<file path="config.mk">
export PLATFORM = sky130hd
export DESIGN_NAME = array_shift_engine_flat
export DESIGN_NICKNAME = d
export VERILOG_FILES = /design/src/rtl/array_shift_pkg.sv /design/src/rtl/array_shift_engine_if.sv /design/src/rtl/array_shift_store.sv /design/src/rtl/array_shift_engine.sv /design/src/flat_wrapper.sv
export SDC_FILE = /design/constraint.sdc
export NUM_CORES = 1
export LEC_CHECK = 0
export ABC_AREA = 1
export CAP_MARGIN = 20
export CORE_ASPECT_RATIO = 1.2
export CORE_MARGIN = 4
export CORE_UTILIZATION = 45
export DETAILED_ROUTE_END_ITERATION = 8
export HOLD_SLACK_MARGIN = 0.03
export PLACE_DENSITY = 0.72
export SLEW_MARGIN = 20
export SYNTH_ARGS = -nofsm -noshare
export SYNTH_HDL_FRONTEND = slang
export SYNTH_SLANG_ARGS = --single-unit
</file>
<file path="constraint.sdc">
create_clock -name clock -period 4.5 [get_ports clock]
set_input_delay 0.675 -clock clock [delete_from_list [all_inputs] [get_ports clock]]
set_output_delay 0.675 -clock clock [all_outputs]
set_load 0.05 [all_outputs]
</file>
<file path="src/rtl/array_shift_pkg.sv">
// Shared types and default widths for the array shift engine.
package array_shift_pkg;

  localparam int unsigned DEF_ELEM_WIDTH = 12;
  localparam int unsigned DEF_N_AREA     = 4;
  localparam int unsigned DEF_N_ARRAYS   = 2;
  localparam int unsigned OP_WIDTH       = 3;

  typedef enum logic [OP_WIDTH-1:0] {
    READ       = 3'd0,
    WRITE      = 3'd1,
    SHIFT_UP   = 3'd2,
    SHIFT_DOWN = 3'd3,
    RESIZE     = 3'd4,
    SIZE       = 3'd5
  } cmd_op_t;

  typedef enum logic [1:0] {
    IDLE  = 2'd0,
    SHIFT = 2'd1,
    DONE  = 2'd2
  } state_t;

  // $clog2 that never yields a zero-width field
  function automatic int unsigned width_min1(input int unsigned n);
    return (n > 1) ? $clog2(n) : 1;
  endfunction

endpackage

</file>
<file path="src/rtl/array_shift_engine_if.sv">
// Command/response bundle between a command source (master) and the engine (slave).
interface array_shift_engine_if
  import array_shift_pkg::*;
#(
  parameter int unsigned MemoryElementWidth = DEF_ELEM_WIDTH,
  parameter int unsigned NArea              = DEF_N_AREA,
  parameter int unsigned NArrays            = DEF_N_ARRAYS
);
  localparam int unsigned IW = $clog2(NArea + 1);
  localparam int unsigned AW = width_min1(NArrays);

  logic                          cmd_valid;
  logic                          cmd_ready;
  logic [OP_WIDTH-1:0]           cmd_op;
  logic [AW-1:0]                 cmd_array;
  logic [IW-1:0]                 cmd_index;
  logic [MemoryElementWidth-1:0] cmd_data;
  logic                          rsp_valid;
  logic [MemoryElementWidth-1:0] rsp_data;
  logic [IW-1:0]                 rsp_size;
  logic                          rsp_error;
  logic                          busy;

  modport master (
    output cmd_valid, cmd_op, cmd_array, cmd_index, cmd_data,
    input  cmd_ready, rsp_valid, rsp_data, rsp_size, rsp_error, busy
  );

  modport slave (
    input  cmd_valid, cmd_op, cmd_array, cmd_index, cmd_data,
    output cmd_ready, rsp_valid, rsp_data, rsp_size, rsp_error, busy
  );

endinterface

</file>
<file path="src/rtl/array_shift_store.sv">
// Heap RAM (one read, one write port) plus per-array size registers.
module array_shift_store #(
  parameter int unsigned W       = 12,
  parameter int unsigned NArea   = 4,
  parameter int unsigned NArrays = 2,
  parameter int unsigned IW      = 3,
  parameter int unsigned AW      = 1,
  parameter int unsigned HAW     = 3
) (
  input  logic           clock,
  input  logic           reset,
  input  logic [HAW-1:0] rd_addr,
  output logic [W-1:0]   rd_data_c,
  input  logic           we,
  input  logic [HAW-1:0] wr_addr,
  input  logic [W-1:0]   wr_data,
  input  logic [AW-1:0]  size_rd_array,
  output logic [IW-1:0]  size_rd_c,
  input  logic           size_we,
  input  logic [AW-1:0]  size_wr_array,
  input  logic [IW-1:0]  size_wr_data
);
  localparam int unsigned DEPTH = NArea * NArrays;

  logic [W-1:0]  mem     [DEPTH];
  logic [IW-1:0] sizes_q [NArrays];

  assign rd_data_c = mem[rd_addr];
  assign size_rd_c = sizes_q[size_rd_array];

  // Element storage is deliberately left uncleared by reset
  always_ff @(posedge clock) begin
    if (we) mem[wr_addr] <= wr_data;
  end

  always_ff @(posedge clock or negedge reset) begin
    if (!reset) begin
      for (int i = 0; i < int'(NArrays); i++) sizes_q[i] <= '0;
    end else if (size_we) begin
      sizes_q[size_wr_array] <= size_wr_data;
    end
  end

endmodule

</file>
<file path="src/rtl/array_shift_engine.sv">
// Heap-array engine: element read/write, resize, size query and multi-cycle insert/remove.
// ARRAY_SHIFT_CLEAR_EN: zero the vacated slot at the end of SHIFT_DOWN.
module array_shift_engine
  import array_shift_pkg::*;
#(
  parameter int unsigned MemoryElementWidth = DEF_ELEM_WIDTH,
  parameter int unsigned NArea              = DEF_N_AREA,
  parameter int unsigned NArrays            = DEF_N_ARRAYS
) (
  input logic                 clock,
  input logic                 reset,
  array_shift_engine_if.slave bus
);
  localparam int unsigned W   = MemoryElementWidth;
  localparam int unsigned IW  = $clog2(NArea + 1);
  localparam int unsigned AW  = width_min1(NArrays);
  localparam int unsigned HAW = width_min1(NArea * NArrays);

  state_t        state_q;
  logic          cmd_ready_q, rsp_valid_q, rsp_error_q, busy_q, up_q;
  logic [W-1:0]  rsp_data_q, data_q, removed_q;
  logic [IW-1:0] rsp_size_q, size_q, k_q, j_q;
  logic [AW-1:0] arr_q;

  cmd_op_t        op_c;
  logic           accept_c, ok_c, shift_c, we_c, size_we_c;
  logic [HAW-1:0] rd_addr_c, wr_addr_c;
  logic [W-1:0]   rd_data_c, wr_data_c;
  logic [AW-1:0]  size_arr_c;
  logic [IW-1:0]  size_c, size_wr_data_c;

  function automatic logic [HAW-1:0] heap_addr(input logic [AW-1:0] a, input logic [IW-1:0] i);
    return HAW'(a) * HAW'(NArea) + HAW'(i);
  endfunction

  array_shift_store #(
    .W(W), .NArea(NArea), .NArrays(NArrays), .IW(IW), .AW(AW), .HAW(HAW)
  ) u_store (
    .clock         (clock),
    .reset         (reset),
    .rd_addr       (rd_addr_c),
    .rd_data_c     (rd_data_c),
    .we            (we_c),
    .wr_addr       (wr_addr_c),
    .wr_data       (wr_data_c),
    .size_rd_array (size_arr_c),
    .size_rd_c     (size_c),
    .size_we       (size_we_c),
    .size_wr_array (size_arr_c),
    .size_wr_data  (size_wr_data_c)
  );

  assign bus.cmd_ready = cmd_ready_q;
  assign bus.rsp_valid = rsp_valid_q;
  assign bus.rsp_data  = rsp_data_q;
  assign bus.rsp_size  = rsp_size_q;
  assign bus.rsp_error = rsp_error_q;
  assign bus.busy      = busy_q;

  // Store port steering: command fields while idle, shift cursor while shifting
  always_comb begin
    op_c           = cmd_op_t'(bus.cmd_op);
    accept_c       = (state_q == IDLE) && bus.cmd_valid && cmd_ready_q;
    shift_c        = (op_c == SHIFT_UP) || (op_c == SHIFT_DOWN);
    size_arr_c     = bus.cmd_array;
    rd_addr_c      = heap_addr(bus.cmd_array, bus.cmd_index);
    wr_addr_c      = heap_addr(bus.cmd_array, bus.cmd_index);
    wr_data_c      = bus.cmd_data;
    we_c           = 1'b0;
    size_we_c      = 1'b0;
    size_wr_data_c = bus.cmd_index;
    case (op_c)
      READ, WRITE: ok_c = bus.cmd_index < IW'(NArea);
      SHIFT_UP:    ok_c = (size_c < IW'(NArea)) && (bus.cmd_index <= size_c);
      SHIFT_DOWN:  ok_c = bus.cmd_index < size_c;
      RESIZE:      ok_c = bus.cmd_index <= IW'(NArea);
      SIZE:        ok_c = 1'b1;
      default:     ok_c = 1'b0;
    endcase

    if (state_q == SHIFT) begin
      size_arr_c = arr_q;
      wr_addr_c  = heap_addr(arr_q, j_q);
      wr_data_c  = rd_data_c;
      we_c       = 1'b1;
      if (up_q) begin
        rd_addr_c = heap_addr(arr_q, j_q - IW'(1));
        if (j_q == k_q) begin
          wr_data_c      = data_q;
          size_we_c      = 1'b1;
          size_wr_data_c = size_q + IW'(1);
        end
      end else begin
        rd_addr_c = heap_addr(arr_q, j_q + IW'(1));
        if (j_q + IW'(1) >= size_q) begin
`ifdef ARRAY_SHIFT_CLEAR_EN
          wr_data_c = '0;
`else
          we_c = 1'b0;
`endif
          size_we_c      = 1'b1;
          size_wr_data_c = size_q - IW'(1);
        end
      end
    end else if (accept_c && ok_c) begin
      we_c           = (op_c == WRITE);
      size_we_c      = (op_c == RESIZE) || ((op_c == WRITE) && (bus.cmd_index >= size_c));
      size_wr_data_c = (op_c == WRITE) ? bus.cmd_index + IW'(1) : bus.cmd_index;
    end
  end

  always_ff @(posedge clock or negedge reset) begin
    if (!reset) begin
      state_q     <= IDLE;
      cmd_ready_q <= 1'b1;
      rsp_valid_q <= 1'b0;
      rsp_data_q  <= '0;
      rsp_size_q  <= '0;
      rsp_error_q <= 1'b0;
      busy_q      <= 1'b0;
      up_q        <= 1'b0;
      data_q      <= '0;
      removed_q   <= '0;
      size_q      <= '0;
      k_q         <= '0;
      j_q         <= '0;
      arr_q       <= '0;
    end else begin
      rsp_valid_q <= 1'b0;
      case (state_q)
        IDLE: if (accept_c) begin
          cmd_ready_q <= 1'b0;
          busy_q      <= 1'b1;
          arr_q       <= bus.cmd_array;
          k_q         <= bus.cmd_index;
          data_q      <= bus.cmd_data;
          size_q      <= size_c;
          up_q        <= (op_c == SHIFT_UP);
          j_q         <= (op_c == SHIFT_UP) ? size_c : bus.cmd_index;
          removed_q   <= rd_data_c;
          if (ok_c && shift_c) begin
            state_q <= SHIFT;
          end else begin
            state_q     <= DONE;
            rsp_valid_q <= 1'b1;
            rsp_error_q <= !ok_c;
            rsp_size_q  <= size_we_c ? size_wr_data_c : size_c;
            if (ok_c && (op_c == READ)) rsp_data_q <= rd_data_c;
          end
        end
        SHIFT: begin
          if (size_we_c) begin
            state_q     <= DONE;
            rsp_valid_q <= 1'b1;
            rsp_error_q <= 1'b0;
            rsp_size_q  <= size_wr_data_c;
            rsp_data_q  <= up_q ? data_q : removed_q;
          end else begin
            j_q <= up_q ? j_q - IW'(1) : j_q + IW'(1);
          end
        end
        default: begin
          state_q     <= IDLE;
          cmd_ready_q <= 1'b1;
          busy_q      <= 1'b0;
        end
      endcase
    end
  end

endmodule

</file>
<file path="src/flat_wrapper.sv">
// flat-port wrapper written by rule: the top's interface ports become plain ports
module array_shift_engine_flat import array_shift_pkg::*;
#(
  parameter int unsigned MemoryElementWidth = DEF_ELEM_WIDTH,
  parameter int unsigned NArea              = DEF_N_AREA,
  parameter int unsigned NArrays            = DEF_N_ARRAYS
)
  (clock, reset, bus_cmd_valid, bus_cmd_op, bus_cmd_array, bus_cmd_index, bus_cmd_data, bus_cmd_ready, bus_rsp_valid, bus_rsp_data, bus_rsp_size, bus_rsp_error, bus_busy);
  array_shift_engine_if #(.MemoryElementWidth(MemoryElementWidth), .NArea(NArea), .NArrays(NArrays)) bus_i ();
  input logic clock;
  input logic reset;
  input wire logic [$bits(bus_i.cmd_valid)-1:0] bus_cmd_valid;
  input wire logic [$bits(bus_i.cmd_op)-1:0] bus_cmd_op;
  input wire logic [$bits(bus_i.cmd_array)-1:0] bus_cmd_array;
  input wire logic [$bits(bus_i.cmd_index)-1:0] bus_cmd_index;
  input wire logic [$bits(bus_i.cmd_data)-1:0] bus_cmd_data;
  output wire logic [$bits(bus_i.cmd_ready)-1:0] bus_cmd_ready;
  output wire logic [$bits(bus_i.rsp_valid)-1:0] bus_rsp_valid;
  output wire logic [$bits(bus_i.rsp_data)-1:0] bus_rsp_data;
  output wire logic [$bits(bus_i.rsp_size)-1:0] bus_rsp_size;
  output wire logic [$bits(bus_i.rsp_error)-1:0] bus_rsp_error;
  output wire logic [$bits(bus_i.busy)-1:0] bus_busy;
  assign bus_i.cmd_valid = bus_cmd_valid;
  assign bus_i.cmd_op = bus_cmd_op;
  assign bus_i.cmd_array = bus_cmd_array;
  assign bus_i.cmd_index = bus_cmd_index;
  assign bus_i.cmd_data = bus_cmd_data;
  assign bus_cmd_ready = bus_i.cmd_ready;
  assign bus_rsp_valid = bus_i.rsp_valid;
  assign bus_rsp_data = bus_i.rsp_data;
  assign bus_rsp_size = bus_i.rsp_size;
  assign bus_rsp_error = bus_i.rsp_error;
  assign bus_busy = bus_i.busy;
  array_shift_engine #(.MemoryElementWidth(MemoryElementWidth), .NArea(NArea), .NArrays(NArrays)) u_core (.clock(clock), .reset(reset), .bus(bus_i));
endmodule
</file>
==> results by stage, run 1 <==
Detailed routing:
- The count of nets left with antenna violations once routing finished came out at 0.
- In the routed design, unresolved DRC markers number 0.
- The average detailed-routed wire length per instance is between 15 and 20 um.
- Using the TritonRoute via totals, the vias-per-cell ratio works out to 5.50.
- The total length of routed wires is 18,800 um.
- The number of vias after detailed routing is about 5,700.
- The first-pass iteration count of the detailed router is 5.
- The detailed router finished its first iteration with 516 violations.

Die:
- The initialized floorplan defines 51 standard-cell rows.
- The effective utilization at floorplan is 46.1%.
- The die area is 0.0188 mm^2.
- The total area inside the core boundary comes to 0.0163 mm^2.
- The height of the die is 149 um.
- The horizontal extent of the die is 126 um.
- The number of top-level pins is 41.

Flow run:
- Max-cap violations in this run came to 0.

Synthesis:
- Counting flops and latches in the post-synthesis netlist gives 158.
- The sequential-to-total area share from yosys stat is 59.1%.
- The number of nets in the synthesized netlist is around 800.
- After synthesis the cells add up to 0.00750 mm^2.
- Yosys printed 0 warnings.
- The number of distinct library cell variants in the gate-level netlist after synthesis is 41.
- The mean cell area of the mapped netlist is 9.80 um^2.
- The cell count after synthesis is 766.

Power:
- The power per unit of standard cell area is ~500 mW/mm^2.
- The part of the power in the clock network is 31.2%.
- The internal power is around 2900 uW.
- The analysis attributes to cell leakage a power of 0.00363 uW.
- The power share of the combinational group is 25.7%.
- The switching component of the power is 1480 uW.
- Net switching is around a third of the power.
- The worst-case vdd ir drop is roughly 0.30 mV.
- The register share of total power is a little over two fifths.

Global routing:
- The first global-routing pass estimated 30,700 um of wire.
- For this run the aggregate overflow at the end of global routing stands at 0.
- The via count of the first global-routing pass is between 5,000 and 6,000.
- The initial antenna violation count came to 0.
- Across every metal layer, demand over resource in global routing totals 20.8%.
- The largest net degree at the start of global routing is 63.

STA:
- The number of hold violations in the final report was 0.
- The worst max-slew margin expressed relative to the limit is 34.9%.
- The number of setup violations in the final report is 0.
- Setup repair after global routing left no endpoint under its margin.
- The number of pins with negative max-slew slack in the final report is 0.
- The setup TNS is 0 ns.
- The final cycle utilization of the critical path is 84.7%.
- Final hold analysis gives a worst-case slack of 0.411 ns.
- The maximum clock frequency is roughly 260 MHz.
- The measured slew at the worst slew-check pin is between 0.9 and 1 ns.
- The minimum clock period is 3.81 ns.
- The clock arrives with 0.0138 ns of skew.

Layout:
- The utilization after layout is 53.8%.
- The finished layout holds approximately 1,000 standard cells, fillers aside.
- In the layout the commonest cells are nand2_1 (172), edfxtp_1 (96), o21ai_0 (95).
- The final non-filler cell area is 0.00875 mm^2.
- After filler insertion, the fill cell instance count of the layout stands at about 1,400.
- The most common library cell in the layout ignoring fill and taps is nand2_1.
- Cells with a size suffix above 1 make up 13.6% of the layout.
- The layout overhead on the synthesized area is 16.6%.
- The repair_antennas step left the layout with diodes totalling 0.
- The number of nets in the finished design is 846.

Critical path:
- The startpoint identified for the worst register-to-register timing path is u_core.up_q$_DFFE_PN0P_.
- At the worst endpoint, the required time is 4.59 ns.
- STA classifies the critical path endpoint as a flip-flop.
- The sort of element at the start of the critical path is a flip-flop.
- The startpoint of the worst setup timing path is u_core.up_q$_DFFE_PN0P_.
- In this run the worst path has a maximum fanout of 25.
- At the worst endpoint, the arrival time is 3.91 ns.
- The worst setup path is of the reg2reg kind.

Clock tree:
- The tree is rooted in a clkbuf_16.
- The H-tree generated during clock tree synthesis spans 4 levels.
- The clock net in this run drives a total of 158 sinks.
- The total clock buffers created by CTS is 17.
- The quantity of gates resized following cts is 0.
- The source-to-sink clock delay at the later pin of the worst-skew pair is about 0.43 ns.
- The longest clock path from root to sink contains 2 buffers.
- The post-CTS repair timing setup buffer count is 0.
- TritonCTS built the clock tree.
- After clock tree synthesis, the clock-pin slew on the worst setup and hold paths is 0.07 ns.
- The number of hold buffers added after cts is 0.

Placed design:
- The placer's final routability congestion estimate is ~0.94.
- The wire-length estimate of the detail-placed layout is about 13,000 um.
- In this run, placement finished with an instance count of 1,006.
- The number of buffers inserted by port buffering is 40.
- The cell area after placement is between 0.008 and 0.009 mm^2.

Run status:
- The run finished with clean final reports.

Worst hold path:
- The worst min-delay path category is in2async.
[cell usage after synthesis]
master	n	area share, %
o211a_1	12	1.6
or2_2	12	1.0
nor2_2	1	0.083
buf_1	1	0.050
nor2_4	1	0.15
o21ai_2	14	1.6
nand3_2	8	1.1
xnor2_1	5	0.58
a31oi_1	1	0.083
a21oi_4	1	0.22
nor3_1	3	0.20
a21oi_1	25	1.7
dfrtp_1	61	20
a22oi_1	1	0.10
o22ai_1	25	2.1
nor2_1	73	3.7
dfstp_2	1	0.35
nand2_4	2	0.30
nand3b_1	1	0.10
xor2_1	1	0.12
inv_1	42	2.1
nand3_1	22	1.5
clkbuf_1	25	1.3
ha_1	11	1.8
buf_4	1	0.10
edfxtp_1	96	38
or2_1	1	0.083
o221ai_1	12	1.4
a31o_2	1	0.12
clkinv_1	1	0.050
o31ai_1	1	0.10
and2_1	1	0.083
nand2_2	6	0.50
buf_6	2	0.30
nand2_1	172	8.6
o211ai_1	3	0.30
a211oi_1	1	0.10
o21ai_0	96	6.4
inv_2	8	0.40
buf_2	7	0.47
o21ai_1	8	0.53
[logic make-up (layout without fill, tap and decap cells)]
family	Yosys count	count (layout)	share of synthesized area [%]
and+or+nand+nor	303	303	17.3
AOI/OAI and AO/OA	201	201	16.3
DFF	158	158	59.1
adders and majority gates	11	11	1.83
buffers and inverters	87	147	4.72
xor gates and xnor gates	6	6	0.700
[through the flow]
| stage | setup slack [ns] | total power (uW) |
|---|---|---|
| after floorplan | 1.25 | 2660 |
| after global placement | 0.592 | 3010 |
| after detailed placement | 0.531 | 3030 |
| after CTS | 0.702 | 4400 |
| after global routing | 0.388 | 4630 |
| final | 0.686 | 4390 |
[per-layer routing]
layer	GRT usage, %	vias up	share of wire (%)
met1	28.0	2706	43
met5	0	-	0
li1	-	2746	-
met2	33.0	216	47
met4	8.74	0	2.8
met3	4.21	41	6.6
[worst paths after layout]
| check | end | slack (ns) | cells past startpoint |
|---|---|---|---|
| worst min register to register | u_core.removed_q[3]$_DFFE_PN0P_ | 0.48 | 2 |
| worst min-delay path | u_core.u_store.sizes_q[2]$_DFFE_PN0P_ | 0.41 | 2 |
| worst max register to register | u_core.u_store.mem[6][4]$_DFFE_PP_ | 0.69 | 10 |
| worst max-delay path | u_core.u_store.mem[6][4]$_DFFE_PP_ | 0.69 | 10 |
| min in group clock | u_core.removed_q[3]$_DFFE_PN0P_ | 0.48 | 2 |
| max in group asynchronous | u_core.data_q[11]$_DFFE_PN0P_ | 3.56 | 2 |
[power groups by stage]
stage / clock (uW) / sequential, uW / combinational, uW
final: 1370 / 1890 / 1130
after global routing: 1440 / 1920 / 1260
after CTS: 1380 / 1890 / 1130
after detailed placement: 0 / 1920 / 1120
after global placement: 0 / 1920 / 1100
after floorplan: 0 / 2030 / 631
[area by class of cell]
cell class / instances / area [um^2] / area share (%)
timing repair buffer: 64 / 576 / 6.58
clock inverter: 12 / 96.3 / 1.10
multi-input combinational: 521 / 2720 / 31.1
sequential: 158 / 4440 / 50.7
inverter: 51 / 191 / 2.19
tap: 212 / 265 / 3.03
clock buffer: 20 / 468 / 5.35
[registers in the layout, summed over array words and instances (netlist names)]
signal / count
u_core.size_q: 3
u_core.bus.rsp_error: 1
u_core.state_q: 2
u_core.arr_q: 1
u_core.u_store.sizes_q: 6
u_core.up_q: 1
u_core.bus.rsp_data: 12
u_core.u_store.mem: 96
u_core.bus.rsp_size: 3
u_core.bus.rsp_valid: 1
u_core.data_q: 12
u_core.bus.busy: 1
u_core.j_q: 3
u_core.bus.cmd_ready: 1
u_core.k_q: 3
u_core.removed_q: 12
[critical path, cell delays in order (launching register included)]
cell and delay, ns:
dfrtp_1 0.86, a21oi_1 0.14, o21ai_1 0.15, nand2_1 0.50, inv_2 0.52, o21ai_0 0.15
o22ai_1 0.18, nand2_1 0.15, nand2_1 0.17, o221ai_1 0.12, o21ai_1 0.53
Power figures use the tool's default switching activity.
==> run 2, diff against run 1 <==
Settings changed: PLACE_DENSITY 0.72 to 0.74.
Clock period 4.5 ns to 3.1 ns, I/O delays scaled along.
==> run 2 against run 1 <==
Sequential power grew 44%. Cell count grew 5.6%. Clock-buffer cell count shrank 1. Register-to-register slack lost 0.61 ns. Critical path type unchanged. Highest routed layer unchanged.
==> results by stage, run 2 (synthesis gave the netlist of run 1 again) <==
Run status:
- The flow ran to the end, and the final reports show no timing, DRC or antenna violations.

Critical path:
- The required time at the worst-slack endpoint is 3.25 ns (-1.34 ns).
- The reg-to-reg setup timing slack came to 0.08 ns (-0.61 ns).
- The capturing element of the worst setup path is u_core.u_store.mem[3][8]$_DFFE_PP_.
- The sort of element at the start of the critical path is a flip-flop.
- The depth of the worst register-to-register path came to 17 (+7).
- The worst setup path is of the reg2reg kind.
- The top fanout value on the critical path came to 6 (-76%).
- In this run the critical register-to-register path is launched from u_core.state_q[1]$_DFFE_PN0P_.
- The worst register-to-register path ends at u_core.u_store.mem[3][8]$_DFFE_PP_.
- The element type at the critical path end is a flip-flop.
- In this run the worst setup path begins at u_core.state_q[1]$_DFFE_PN0P_.
- The data arrival time of the critical path is 3.17 ns (-0.74 ns).

Placed design:
- The cell area after placement is 0.00859 mm^2 (+5.0%).
- The number of buffers inserted by port buffering is 40 (unchanged).
- The detailed placer's ending HPWL is 13,400 um (+3.5%).
- The placed cell count is 1,057 (+5.1%).
- The placer's final routability congestion estimate was 0.911 (-2.8%).

STA:
- The number of hold violations in the final report is 0 (unchanged).
- The minimum clock period came to 3.02 ns (-0.790 ns).
- The measured slew at the worst slew-check pin is 0.922 ns (-0.0444 ns).
- The clock skew came to 0.0143 ns (+0.000458 ns).
- The final cycle utilization of the critical path came to 97.5% (+13 points).
- The worst-case hold slack is 0.105 ns (-0.306 ns).
- The number of pins with negative max-slew slack in the final report was 0 (unchanged).
- The number of setup violations in the final report is 0 (unchanged).
- The maximum clock frequency was 331 MHz (+26%).
- The worst max-slew margin expressed relative to the limit is 37.9% (+3.0 points).

Power:
- The internal power was 4310 uW (+48%).
- The switching component of the power is 2180 uW (+47%).
- The power share of the combinational group was 26.9% (+1.2 points).
- The power per unit of standard cell area came to 696 mW/mm^2 (+39%).
- The register share of total power was 42.1% (-1.0 points).
- The leakage component of the power is 0.00393 uW (+8.2%).
- The switching fraction of total power was 33.6% (-0.20 points).
- The worst-case vdd ir drop is 0.784 mV (+160%).
- The part of the power in the clock network was 31.0% (-0.2 points).
- The total power is 6490 uW (+48%).

Detailed routing:
- The number of vias after detailed routing was 5,904 (+3.4%).
- The number of violations reported at the end of detailed-routing iteration 0 was 592 (+15%).
- The total length of routed wires was 19,200 um (+2.1%).
- The detailed-route vias per instance is 5.39 (-2.1%).
- The detailed-route DRC error count came to 0 (unchanged).
- The average detailed-routed wire length per instance is 17.6 um (-3.3%).
- The antenna violation net count after detailed routing came to 0 (unchanged).
- The first-pass iteration count of the detailed router was 5 (unchanged).

Layout:
- The final non-filler cell area was 0.00932 mm^2 (+6.5%).
- The library cells used most frequently in the layout, excluding fill and tap cells, are nand2_1 (168), edfxtp_1 (96), o21ai_0 (94).
- The number of flip-flops in the largest register is 96 (unchanged).
- The library cell used most frequently in the layout, excluding fill and tap cells, is nand2_1.
- The area growth from synthesis to layout is 24.2%.
- The register with the most flip-flops in the final layout is u_core.u_store.mem.
- The number of non-filler instances in the completed layout is 1,096 (+5.6%).
- The utilization after layout was 57.3% (+3.5 points).
- The number of nets in the finished design is 904 (+6.9%).
- The total inserted antenna cells was 0 (unchanged).
- The ratio of cells with drive above 1 in the final layout is 20.7% (+7.1 points).

Global routing:
- The wire length of the first global-routing pass was 30,700 um (+0.18%).
- The total routing resource utilization after global routing came to 20.6% (-0.21 points).
- The largest net degree at the start of global routing is 54 (-14%).
- The via count of the first global-routing pass is 5,893 (+4.6%).
- The initial antenna violation count was 0 (unchanged).
- The total global routing overflow was 0 (unchanged).

Clock tree:
- The maximum level of the CTS H-tree came to 4 (unchanged).
- The clock edge transition at the registers on the reported setup and hold paths is 0.07 ns (about the same).
- The sink count of the clock tree is 158 (unchanged).
- The root buffer cell is clkbuf_16.
- The total clock buffers created by CTS was 17 (unchanged).
- The number of hold buffers added after cts is 0 (unchanged).
- TritonCTS built the clock tree.
- The number of buffers on the longest clock path came to 2 (unchanged).
- The source-to-sink clock delay at the later pin of the worst-skew pair is 0.43 ns (about the same).

Die:
- The effective utilization at floorplan is 46.1% (unchanged).
- The die area is 0.0188 mm^2 (unchanged).
- The number of top-level pins is 41 (unchanged).
- The number of standard-cell rows in the floorplan came to 51 (unchanged).
- The height of the die is 149 um (unchanged).
- The placeable core region is 0.0163 mm^2 (unchanged).
- The horizontal extent of the die was 126 um (unchanged).

Flow run:
- The count of maximum capacitance violations is 0 (unchanged).

Worst hold path:
- The worst min-delay path category is in2async.
run 2: final cells by class:
cell class,count,area (um^2)
sequential,158,4440
multi-input combinational,521,2800
tap,212,265
clock inverter,13,129
clock buffer,19,433
inverter,51,191
timing repair buffer,122,1070
fill,1353,6950
run 2: timing repair:
item | CTS | global route
endpoints found under the setup margin | 0 | 127
buffers inserted | 0 | 5
gates resized for setup | 0 | 27
run 2: per-stage QoR:
step | setup slack [ns] | TNS, ns
5_1_grt | -0.0537 | -0.483
6_report | 0.0762 | 0
2_1_floorplan | 0.00483 | 0
3_3_place_gp | -0.136 | -9.69
3_5_place_dp | -0.267 | -20.54
4_1_cts | 0.0356 | 0
run 2: worst min-delay path by stage:
| stage | startpoint | end | slack (ns) | cells after the start |
|---|---|---|---|---|
| after floorplan | reset | u_core.arr_q$_DFFE_PN0P_ | 0.17 | 0 |
| after CTS | reset | u_core.u_store.sizes_q[2]$_DFFE_PN0P_ | 0.13 | 1 |
| final | reset | u_core.u_store.sizes_q[2]$_DFFE_PN0P_ | 0.11 | 1 |
| after global placement | u_core.data_q[0]$_DFFE_PN0P_ | u_core.data_q[0]$_DFFE_PN0P_ | 0.46 | 2 |
| after global routing | reset | u_core.u_store.sizes_q[2]$_DFFE_PN0P_ | 0.16 | 1 |
| after detailed placement | u_core.data_q[1]$_DFFE_PN0P_ | u_core.data_q[1]$_DFFE_PN0P_ | 0.47 | 2 |
run 2: routing by layer:
layer | routed length, um | part of all wire [%] | up-vias | GRT usage, %
li1 | - | - | 2862 | -
met5 | 0 | 0 | - | 0
met3 | 1070 | 5.6 | 28 | 3.89
met2 | 9480 | 49 | 213 | 33.6
met4 | 325 | 1.7 | 0 | 6.06
met1 | 8360 | 43 | 2801 | 28.1
run 2: critical path: stages, from the launching register on:
cell	delay, ns
dfrtp_1	0.41
inv_2	0.14
buf_4	0.16
nand3_2	0.09
nand2_4	0.10
o21ai_1	0.09
ha_1	0.33
nand2_1	0.06
nand3b_1	0.17
nand2_1	0.09
nand2_2	0.07
nand2_4	0.09
nand2_2	0.07
o21ai_4	0.23
buf_6	0.15
nand3_4	0.09
nor2_4	0.23
clkbuf_16	0.18
run 2: power by group through the flow:
stage	Combinational (uW)	Clock [uW]	Sequential, uW
floorplan	916	0	2950
global route	1920	2130	2770
CTS	1730	2030	2730
global placement	1690	0	2760
detailed placement	1710	0	2770
finish	1750	2010	2730
==> run 3, diff against run 2 <==
Settings changed: ABC_AREA 1 to 0.
==> run 3 against run 2 <==
The run now ends with setup timing left. Largest power group is now combinational cells. Global-route usage up 1.2 points. Synthesized cell count up 0.52%. Clock-buffer cell count down 1. Cell count up 5.8%. Critical path type unchanged.
==> results by stage, run 3 <==
STA:
- The final worst-path setup slack is -0.104 ns (-0.181 ns).
- The setup TNS is -7.13 ns (-7.13 ns).
- The maximum clock frequency is 312 MHz (-5.6%).
- The worst-case hold slack is 0.128 ns (+0.0226 ns).
- The number of setup violations in the final report is 97 (+97).
- The clock skew is 0.0125 ns (-0.00182 ns).
- The worst max-slew margin expressed relative to the limit is 44.3% (+6.4 points).
- Setup repair after global routing could not meet its margin everywhere.
- The measured slew at the worst slew-check pin was 0.835 ns (-0.0867 ns).
- The number of pins with negative max-slew slack in the final report is 0 (unchanged).
- The minimum clock period is 3.20 ns (+0.181 ns).
- The number of hold violations in the final report came to 0 (unchanged).
- The final cycle utilization of the critical path is 103% (+5.8 points).

Layout:
- The ratio of cells with drive above 1 in the final layout was 26.3% (+5.6 points).
- The fill cell total of the finished layout is 1,386 (+2.4%).
- More flip-flops sit in one register than any other, and that register is u_core.u_store.mem.
- The number of non-filler instances in the completed layout is 1,160 (+5.8%).
- The area taken by multi-input logic gates was 0.00402 mm^2 (+44%).
- In the layout the commonest cells are edfxtp_1 (96), buf_4 (94), nand2_1 (91).
- From synthesis to final layout, the design area changed by 30.3%.
- The library cell used most frequently in the layout, excluding fill and tap cells, is edfxtp_1.
- The number of nets in the finished design came to 928 (+2.7%).
- The register area is 0.00444 mm^2 (unchanged).
- The total inserted antenna cells was 0 (unchanged).
- The number of flip-flops in the largest register was 96 (unchanged).

Critical path:
- The data arrival time of the critical path was 3.52 ns (+0.35 ns).
- The depth of the worst register-to-register path is 15 (-2).
- The top fanout value on the critical path is 5 (-1).
- The element type at the critical path end is a flip-flop.
- The reg-to-reg setup timing slack is -0.10 ns (-0.18 ns).
- The worst register-to-register path ends at u_core.bus.rsp_data[7]$_DFFE_PN0P_.
- The worst reg2reg path startpoint is u_core.state_q[0]$_DFFE_PN0P_.
- The worst setup path is launched from a flip-flop.
- The critical path in this run is classified as reg2reg.
- The required time at the worst-slack endpoint is 3.42 ns (+0.17 ns).

Synthesis:
- The fraction of post-synthesis cell area in the top cell type by area is 34.1% (-4.3 points).
- edfxtp_1 is the most common cell in the netlist.
- The leading area contributor after synthesis is edfxtp_1.
- The flop and latch count out of synthesis is 158 (unchanged).
- The basic-gate share of the synthesized area counting and, or, nand and nor cells came to 13.1% (-4.2 points).
- The async set or reset register ratio after synthesis came to 39.2% (unchanged).
- The cell count after synthesis came to 770 (+0.52%).
- The netlist area before placement is 0.00845 mm^2 (+13%).
- Yosys attributes the largest share of cell area to edfxtp_1 (34%), dfrtp_1 (18%), mux2i_1 (6.4%), nand2_1 (4.0%), a21oi_1 (3.3%).
- The post-synth net total was 803 (+0.50%).
- The XOR/XNOR share of the synthesized area came to 1.23% (+0.53 points).
- The count of yosys warnings during synthesis is 0 (unchanged).
- The fraction of the mapped netlist area in compound gates is 14.6% (-1.7 points).
- The number of distinct library cell variants in the gate-level netlist after synthesis is 61 (+49%).
- The sequential-to-total area share from yosys stat came to 52.5% (-6.6 points).
- The mux cell area share after synthesis came to 13.2% (+13 points).
- The mean cell area of the mapped netlist was 11.0 um^2 (+12%).
- The main combinational cell family by area after synthesis is compound AO/OA/AOI/OAI gates.
- The number of flops mapped to enable cells by yosys came to 96 (unchanged).
- After synthesis, the most frequently instantiated cells are edfxtp_1 (96), nand2_1 (91), dfrtp_1 (61).
- The adder-cell share of the synthesized area came to 1.63% (-0.20 points).
- The most used flip-flop cell after synthesis is edfxtp_1.

Power:
- The power per unit of standard cell area is 851 mW/mm^2 (+22%).
- The total power is 9370 uW (+44%).
- The leakage component of the power is 0.00431 uW (+9.6%).
- The worst-case vdd ir drop is 0.399 mV (-49%).

Detailed routing:
- The number of vias after detailed routing is 6,771 (+15%).
- The antenna violation net count after detailed routing was 0 (unchanged).
- The first-pass iteration count of the detailed router is 5 (unchanged).
- The total length of routed wires came to 22,800 um (+18%).
- The detailed-route vias per instance came to 5.84 (+8.4%).
- The average detailed-routed wire length per instance is 19.6 um (+12%).
- The number of violations reported at the end of detailed-routing iteration 0 is 630 (+6.4%).
- The detailed-route DRC error count is 0 (unchanged).

Flow run:
- The count of maximum capacitance violations is 0 (unchanged).

Die:
- The number of standard-cell rows in the floorplan is 54 (+5.9%).
- The number of top-level pins is 41 (unchanged).
- The height of the die is 158 um (+5.8%).
- The die area was 0.0210 mm^2 (+12%).
- The effective utilization at floorplan is 46.1% (about the same).
- The horizontal extent of the die was 133 um (+5.7%).
- The placeable core region is 0.0183 mm^2 (+13%).

Worst hold path:
- The path class of the tightest hold or removal check is in2async.

Run status:
- The flow ran to the end, but the final reports show violations.
- The final reports fail on setup timing.

Global routing:
- The wire length of the first global-routing pass is 36,000 um (+17%).
- The largest net degree at the start of global routing is 70 (+30%).
- The total global routing overflow is 0 (unchanged).
- The total routing resource utilization after global routing was 21.8% (+1.2 points).
- The initial antenna violation count came to 0 (unchanged).
- The via count of the first global-routing pass is 6,651 (+13%).

Clock tree:
- The number of hold buffers added after cts is 0 (unchanged).
- The maximum level of the CTS H-tree is 4 (unchanged).
- The number of buffers on the longest clock path is 2 (unchanged).
- The TritonCTS clock tree is done.
- The tree is rooted in a clkbuf_16.
- The total clock buffers created by CTS is 17 (unchanged).
- The source-to-sink clock delay at the later pin of the worst-skew pair is 0.44 ns (about the same).
- The sink count of the clock tree is 158 (unchanged).
- The clock edge transition at the registers on the reported setup and hold paths is 0.07 ns (about the same).

Placed design:
- The placer's final routability congestion estimate came to 0.877 (-3.7%).
- The number of buffers inserted by port buffering is 40 (unchanged).
- The pre-CTS setup slack came to -0.414 ns (-0.147 ns).
- The detailed placer's ending HPWL was 15,600 um (+16%).
- The placed cell count is 1,111 (+5.1%).
-- run 3: what timing repair did --
action                                  CTS  global route
pin swaps                                 3             8
cloned                                    2             1
buffers inserted                         17             3
gates resized for setup                  19            25
endpoints found under the setup margin  149           187
-- run 3: logic make-up after synthesis --
kind of cell    after synthesis
flops                       158
xor+xnor                     11
mux                          89
buf+inv                      75
simple gates                238
fa+ha+maj                    11
compound gates              188
-- run 3: stage by stage --
stage | utilization, % | instance area [um^2]
after floorplan | - | 8560
after global placement | 54.7 | 10000
after detailed placement | 54.7 | 10000
after CTS | 59.5 | 10900
after global routing | 60.1 | 11000
final | 60.1 | 11000
-- run 3: worst max-delay path, cell delays in order (launching register included) --
cell       delay [ns]
dfrtp_1          0.41
nand2b_4         0.12
mux2i_4          0.27
buf_6            0.14
mux2i_4          0.24
inv_2            0.08
ha_4             0.18
nor2b_4          0.13
a2bb2oi_2        0.16
nor4_2           0.06
mux2i_2          0.26
buf_4            0.17
and3_4           0.19
o32a_4           0.22
clkbuf_16        0.17
mux2_4           0.29
-- run 3: area by class of cell --
| cell class | count | area share (%) |
|---|---|---|
| clock buffers | 18 | 3.90 |
| clock inverters | 14 | 1.46 |
| multi-input cells | 537 | 36.5 |
| repair buffers | 160 | 14.2 |
| inverters | 21 | 0.716 |
| well taps | 252 | 2.86 |
| flip-flops and latches | 158 | 40.3 |
-- run 3: worst max path at each step --
stage	start	end	slack [ns]	depth (start not counted)
after detailed placement	bus_cmd_array	u_core.bus.rsp_size[1]$_DFFE_PN0P_	-0.41	14
final	u_core.state_q[0]$_DFFE_PN0P_	u_core.bus.rsp_data[7]$_DFFE_PN0P_	-0.10	15
after global routing	u_core.state_q[0]$_DFFE_PN0P_	u_core.u_store.mem[3][6]$_DFFE_PP_	-0.16	15
after global placement	bus_cmd_array	u_core.bus.rsp_size[1]$_DFFE_PN0P_	-0.28	14
after floorplan	u_core.state_q[1]$_DFFE_PN0P_	u_core.bus.rsp_data[0]$_DFFE_PN0P_	-0.18	14
after CTS	u_core.state_q[0]$_DFFE_PN0P_	u_core.bus.rsp_data[5]$_DFFE_PN0P_	-0.04	15
-- run 3: power by group --
part / switching (uW) / internal [uW]
clock network: 949 / 1150
logic: 2400 / 1900
registers: 312 / 2650
-- run 3: metal layers --
layer	wire [um]	up-vias	track usage [%]	share of wire, %
met3	1610	44	4.48	7.1
met2	11100	303	36.8	49
met4	563	0	8.02	2.5
li1	-	3132	-	-
met5	0	-	0	0
met1	9500	3292	28.0	42
